**src/rtl/cpu_defs_pkg.sv**
```systemverilog
// Shared CPU definitions: word width, NOP encoding, default reset PC,
// instruction-fetch FSM state encoding and a PC increment helper.
package cpu_defs_pkg;

    localparam int unsigned WORD_W = 32;

    localparam logic [WORD_W-1:0] NOP_INSTR        = 32'h0000_0000;
    localparam logic [WORD_W-1:0] DEFAULT_RESET_PC = 32'h0000_0000;

    // Encoding is shared with debug/trace tooling, so it is fixed explicitly.
    typedef enum logic [1:0] {
        FETCH = 2'd0,
        DRAIN = 2'd1,
        HOLD  = 2'd2
    } if_state_t;

    // PC increment; natural wrap modulo 2^WORD_W.
    function automatic logic [WORD_W-1:0] pc_add(input logic [WORD_W-1:0] pc,
                                                 input int unsigned       step);
        return pc + WORD_W'(step);
    endfunction

endpackage

```
**src/rtl/if_stage_if_id_reg.sv**
```systemverilog
// Pipeline register between two stages (used here as IF/ID).
// Priority: rst > flush (bubble) > freeze (hold) > load (capture);
// with none asserted the register takes a bubble.
module if_id_reg
    import cpu_defs_pkg::*;
#(
    parameter int unsigned W = WORD_W
) (
    input  logic         clk,
    input  logic         rst,
    input  logic         load,
    input  logic         freeze,
    input  logic         flush,
    input  logic [W-1:0] pc_in,
    input  logic [W-1:0] instr_in,
    output logic [W-1:0] pc,
    output logic [W-1:0] instr,
    output logic         valid
);

    // Pipeline register update.
    always_ff @(posedge clk) begin
        if (rst) begin
            pc    <= '0;
            instr <= W'(NOP_INSTR);
            valid <= 1'b0;
        end else if (flush) begin
            pc    <= '0;
            instr <= W'(NOP_INSTR);
            valid <= 1'b0;
        end else if (freeze) begin
            pc    <= pc;
            instr <= instr;
            valid <= valid;
        end else if (load) begin
            pc    <= pc_in;
            instr <= instr_in;
            valid <= 1'b1;
        end else begin
            pc    <= '0;
            instr <= W'(NOP_INSTR);
            valid <= 1'b0;
        end
    end

endmodule

```
**src/rtl/if_stage.sv**
```systemverilog
// Instruction-fetch stage: owns the PC, runs a req/ack handshake to a
// variable-latency instruction memory, buffers one word returned while
// decode is frozen, and redirects on taken branches.
// Optional macro IF_PERF_CNT_EN adds the fetch_stall_cycles counter port.
module if_stage
    import cpu_defs_pkg::*;
#(
    parameter logic [WORD_W-1:0] RESET_PC = DEFAULT_RESET_PC,
    parameter int unsigned       PC_STEP  = 4
) (
    input  logic              clk,
    input  logic              rst,
    input  logic              freeze,
    input  logic              branch_taken,
    input  logic [WORD_W-1:0] branch_addr,
    output logic              imem_req,
    output logic [WORD_W-1:0] imem_addr,
    input  logic [WORD_W-1:0] imem_rdata,
    input  logic              imem_ack,
    output logic [WORD_W-1:0] PC_out,
    output logic [WORD_W-1:0] Instruction,
    output logic              inst_valid
`ifdef IF_PERF_CNT_EN
    ,
    output logic [WORD_W-1:0] fetch_stall_cycles
`endif
);

    if_state_t         state_q, state_d;
    logic [WORD_W-1:0] fetch_pc_q, fetch_pc_d;
    logic [WORD_W-1:0] redirect_pc_q, redirect_pc_d;
    logic [WORD_W-1:0] hold_pc_q, hold_pc_d;
    logic [WORD_W-1:0] hold_instr_q, hold_instr_d;

    logic [WORD_W-1:0] pc_plus;
    logic              reg_load;
    logic              reg_freeze;
    logic              reg_flush;
    logic [WORD_W-1:0] reg_pc_in;
    logic [WORD_W-1:0] reg_instr_in;

    assign pc_plus   = pc_add(fetch_pc_q, PC_STEP);
    // Address comes straight from a register so it is stable until ack.
    assign imem_addr = fetch_pc_q;

    // State and fetch bookkeeping registers.
    always_ff @(posedge clk) begin
        if (rst) begin
            state_q       <= FETCH;
            fetch_pc_q    <= RESET_PC;
            redirect_pc_q <= '0;
            hold_pc_q     <= '0;
            hold_instr_q  <= NOP_INSTR;
        end else begin
            state_q       <= state_d;
            fetch_pc_q    <= fetch_pc_d;
            redirect_pc_q <= redirect_pc_d;
            hold_pc_q     <= hold_pc_d;
            hold_instr_q  <= hold_instr_d;
        end
    end

    // Next-state logic, memory request and IF/ID register controls.
    always_comb begin
        state_d       = state_q;
        fetch_pc_d    = fetch_pc_q;
        redirect_pc_d = redirect_pc_q;
        hold_pc_d     = hold_pc_q;
        hold_instr_d  = hold_instr_q;
        reg_load      = 1'b0;
        reg_freeze    = 1'b0;
        reg_flush     = 1'b0;
        reg_pc_in     = pc_plus;
        reg_instr_in  = imem_rdata;
        imem_req      = 1'b0;

        unique case (state_q)
            FETCH: begin
                imem_req = 1'b1;
                if (branch_taken) begin
                    reg_flush = 1'b1;
                    if (imem_ack) begin
                        fetch_pc_d = branch_addr;
                    end else begin
                        // Outstanding request must complete on its old address.
                        redirect_pc_d = branch_addr;
                        state_d       = DRAIN;
                    end
                end else if (imem_ack) begin
                    fetch_pc_d = pc_plus;
                    if (freeze) begin
                        reg_freeze   = 1'b1;
                        hold_pc_d    = pc_plus;
                        hold_instr_d = imem_rdata;
                        state_d      = HOLD;
                    end else begin
                        reg_load = 1'b1;
                    end
                end else begin
                    // Not frozen and no data: register takes a bubble.
                    reg_freeze = freeze;
                end
            end
            DRAIN: begin
                imem_req  = 1'b1;
                reg_flush = 1'b1;
                if (imem_ack) begin
                    // A branch arriving with the ack is the newest target.
                    fetch_pc_d = branch_taken ? branch_addr : redirect_pc_q;
                    state_d    = FETCH;
                end else if (branch_taken) begin
                    redirect_pc_d = branch_addr;
                end
            end
            HOLD: begin
                if (branch_taken) begin
                    reg_flush  = 1'b1;
                    fetch_pc_d = branch_addr;
                    state_d    = FETCH;
                end else if (!freeze) begin
                    reg_load     = 1'b1;
                    reg_pc_in    = hold_pc_q;
                    reg_instr_in = hold_instr_q;
                    state_d      = FETCH;
                end else begin
                    reg_freeze = 1'b1;
                end
            end
            default: begin
                reg_flush = 1'b1;
                state_d   = FETCH;
            end
        endcase

        if (rst) begin
            imem_req = 1'b0;
        end
    end

    if_id_reg #(
        .W (WORD_W)
    ) u_if_id_reg (
        .clk      (clk),
        .rst      (rst),
        .load     (reg_load),
        .freeze   (reg_freeze),
        .flush    (reg_flush),
        .pc_in    (reg_pc_in),
        .instr_in (reg_instr_in),
        .pc       (PC_out),
        .instr    (Instruction),
        .valid    (inst_valid)
    );

`ifdef IF_PERF_CNT_EN
    logic [WORD_W-1:0] stall_cnt_q;

    // Saturating count of cycles spent waiting on memory.
    always_ff @(posedge clk) begin
        if (rst) begin
            stall_cnt_q <= '0;
        end else if (imem_req && !imem_ack && (stall_cnt_q != '1)) begin
            stall_cnt_q <= stall_cnt_q + 1'b1;
        end
    end

    assign fetch_stall_cycles = stall_cnt_q;
`endif

endmodule

```
**config.mk**
```make
export PLATFORM = sky130hd
export DESIGN_NAME = if_stage
export DESIGN_NICKNAME = d
export VERILOG_FILES = /design/src/rtl/cpu_defs_pkg.sv /design/src/rtl/if_stage_if_id_reg.sv /design/src/rtl/if_stage.sv
export SDC_FILE = /design/constraint.sdc
export NUM_CORES = 1
export LEC_CHECK = 0
export ABC_AREA = 1
export BUFFER_PORTS_ARGS = -buffer_cell sky130_fd_sc_hd__buf_2
export CELL_PAD_IN_SITES_DETAIL_PLACEMENT = 1
export CELL_PAD_IN_SITES_GLOBAL_PLACEMENT = 1
export CORE_ASPECT_RATIO = 1.1
export CORE_MARGIN = 4
export CORE_UTILIZATION = 43
export DETAILED_ROUTE_END_ITERATION = 10
export PLACE_DENSITY = 0.88
export SLEW_MARGIN = 15
export SYNTH_ARGS = -nofsm -noshare
export SYNTH_HDL_FRONTEND = slang
export SYNTH_SLANG_ARGS = --single-unit
```
**constraint.sdc**
```tcl
create_clock -name clk -period 5.15 [get_ports clk]
set_input_delay 0.515 -clock clk [delete_from_list [all_inputs] [get_ports clk]]
set_output_delay 0.515 -clock clk [all_outputs]
set_load 0.1 [all_outputs]
```
==> flow_summary.yaml <==
status:
  outcome: "finished clean"
critical_path:
  worst-path-buf-inv: 3
  reg2reg_depth: 7
  crit_family: "buffers and inverters"
  cp-start-kind: "flop"
  cpMostUsedCell: "inv_1"
  crit_path_cell_trace: "inv_1 > ha_1 > inv_1 > a211oi_4 > buf_4 > o21ai_0 > a21oi_1"
  cp_slowest_cell: "ha_1"
  critPathMaxStageDelay_ns: 1.00
  arrival_ns: 4.06
  crit_cells: 7
  worstSetupPathType: "flop to flop"
  worstPathRequired_ns: 5.51
  critPathCaptureType: "flop"
  cp_max_fo: 60
cells_and_area:
  fillers: 3163
  fin_nets: 1708
  antenna_cells: 0
  design_area_mm2: 0.0117
  multi_input_area_mm2: 0.00560
  syn_to_final_growth_pct: 13.6
  final_cell_count_no_fill: 1953
  fin_util: 0.496
  seq_area_mm2: 0.00390
  drive_gt1_frac: 0.143
timing:
  finalSetupViolations: 0
  tightest_slew_ns: 1.07
  slew_headroom: 0.286
  hold_viol_final: 0
  hold_slack_ns: 0.377
  tns_ns: 0
  maxSlewViolCount: 0
  fin_skew_ns: 0.0138
  layout_worst_path_cycle_share: 0.720
  rsz0062_at_grt: "no"
  fin_ws_ns: 1.44
  fmax_mhz: 270
  min_period_ns: 3.71
cts:
  post_cts_buffers: 0
  cts_hold_buf: 0
  path_clk_slew_ns: 0.08
  cts_tree: "done"
  clock-sinks: 195
  root_buffer: "clkbuf_16"
  cts_buffers: 17
  clockBufferDepth: 2
  htreeDepth: 4
  cts_resized: 0
  clkLatencyLatePin_ns: 0.45
grt:
  grt_pass1_vias: 10900
  grt_overflow: 0
  antenna_found_initial: 0
  grt_first_pass_wirelength_um: 56300
  track_usage: 0.258
  grt_start_max_net_pins: 111
route:
  drtIter0Drc: 751
  vias: 11100
  drt-total-wl_um: 35100
  antenna_left: 0
  viasPerCell: 5.68
  post_drt_wl_per_cell_um: 18.0
  route.detailed.drc: 0
  firstDrtPassIters: 5
logic_synthesis:
  synth_compound_area_frac: 0.292
  synth-edff-count: 0
  synth_top_family_by_area: "compound AO/OA/AOI/OAI gates"
  synth-main-ff-cell: "dfxtp_1"
  async_reset_ff_frac: 0
  synthXorXnorAreaFrac: 0.00763
  yosys.area_share.adder: 0.00484
  ys_warn_count: 0
  syn_area_per_cell_um2: 6.65
  ys_seq_area_frac: 0.378
  synth_cell_types: 42
  synth.mux.area_fraction: 0.00484
  syn-num-nets: 1626
  synth_seq_cells: 195
  synth_cells: 1553
  yosys.area_share.simple: 0.228
  synth_area_mm2: 0.0103
floorplan:
  die_h_um: 171
  die_w_um: 156
  start_util: 0.436
  rows: 59
  dieArea_mm2: 0.0266
  ios: 167
  coreArea_mm2: 0.0237
placed_design:
  gp_congestion: 0.913
  place_ws_ns: 1.65
  post_dp_cell_area_mm2: 0.0112
  numPortBuffers: 166
  dp_cells: 1921
  hpwl_um: 23500
power:
  power-per-cell-area_mw_per_mm2: 401
  power.total_mw: 4.71
  ir_drop_v: 0.000287
  p_leak_nw: 4.96
min_path:
  hold_depth: 3
  hp-class: "input pin to flop"
job:
  cap_violations: 0
placed cells by master (no fill, tap or decap), types with 3 or more instances in the layout:
cell	Yosys	layout
ha_1	4	4
nor2_1	128	128
nand4_1	3	3
nor2_2	4	4
inv_1	90	89
buf_2	29	166
o21bai_1	21	21
inv_6	0	5
xnor2_1	3	3
o21ai_1	4	4
a31oi_1	6	6
a22oi_1	32	32
nand2_1	390	390
o211ai_1	21	21
clkbuf_16	0	17
a211oi_1	36	36
nand3b_1	7	7
xor2_1	6	6
mux2i_1	5	5
dfxtp_1	195	195
inv_2	4	4
buf_4	7	13
nand3_1	37	37
o21ai_0	159	158
or2_2	4	4
inv_8	0	3
a21oi_1	259	258
cell families after synthesis:
kind of cell               after synthesis
AOI/OAI and AO/OA                      543
buffers and inverters                  212
and+or+nand+nor                        585
adders and majority gates                4
muxes                                    5
DFF                                    195
xor gates and xnor gates                 9
routing by layer:
| layer | track usage | up-vias | routed length [um] |
|---|---|---|---|
| met4 | 0.0731 | 0 | 690 |
| li1 | - | 5372 | - |
| met3 | 0.0412 | 53 | 1860 |
| met2 | 0.434 | 307 | 16700 |
| met5 | 0 | - | 0 |
| met1 | 0.344 | 5368 | 15800 |
worst paths after layout:
check / startpoint / end / slack (ns)
max: state_q[0] / imem_addr[18] / 1.44
min: branch_addr[12] / redirect_pc_q[12] / 0.38
max reg2reg: state_q[0] / imem_addr[18] / 1.44
min reg2reg: u_if_id_reg.pc[14] / u_if_id_reg.pc[14] / 0.46
worst min-delay path, cell delays in order:
cell     delay, ns
buf_2         0.10
a21oi_1       0.06
a21oi_1       0.10
cell type report:
cell class / instances / area share
well taps: 305 / 0.0325
flip-flops and latches: 195 / 0.332
clock inverters: 14 / 0.0119
multi-input cells: 1146 / 0.477
clock buffers: 18 / 0.0365
repair buffers: 179 / 0.0791
inverters: 96 / 0.0309
state kept, by name, indices dropped and copies added, names as in the netlist:
register           cells
state_q                2
imem_addr             32
hold_instr_q          32
u_if_id_reg.instr     32
u_if_id_reg.valid      1
hold_pc_q             32
u_if_id_reg.pc        32
redirect_pc_q         32
where the power goes:
| part | switching [mW] | internal [mW] | leakage (nW) |
|---|---|---|---|
| registers | 0.175 | 1.66 | 1.60 |
| clock network | 0.665 | 0.645 | 0.278 |
| logic | 1.22 | 0.342 | 3.09 |
synthesized netlist by cell type, types with 3 or more instances:
master | n | share of area
o21ai_1 | 4 | 0.0019
nand2_1 | 390 | 0.14
xnor2_1 | 3 | 0.0025
a211oi_1 | 36 | 0.026
buf_2 | 29 | 0.014
a22oi_1 | 32 | 0.023
nand3_1 | 37 | 0.018
nor2_1 | 128 | 0.046
buf_4 | 7 | 0.0051
nand3b_1 | 7 | 0.0051
ha_1 | 4 | 0.0048
o21ai_0 | 159 | 0.077
mux2i_1 | 5 | 0.0048
clkbuf_1 | 69 | 0.025
a21oi_1 | 259 | 0.13
inv_2 | 4 | 0.0015
o211ai_1 | 21 | 0.015
xor2_1 | 6 | 0.0051
nor2_2 | 4 | 0.0024
nand4_1 | 3 | 0.0018
dfxtp_1 | 195 | 0.38
a31oi_1 | 6 | 0.0036
or2_2 | 4 | 0.0024
inv_1 | 90 | 0.033
o21bai_1 | 21 | 0.015
buf_1 | 10 | 0.0036
No activity file was read; power rests on OpenSTA's default activity.
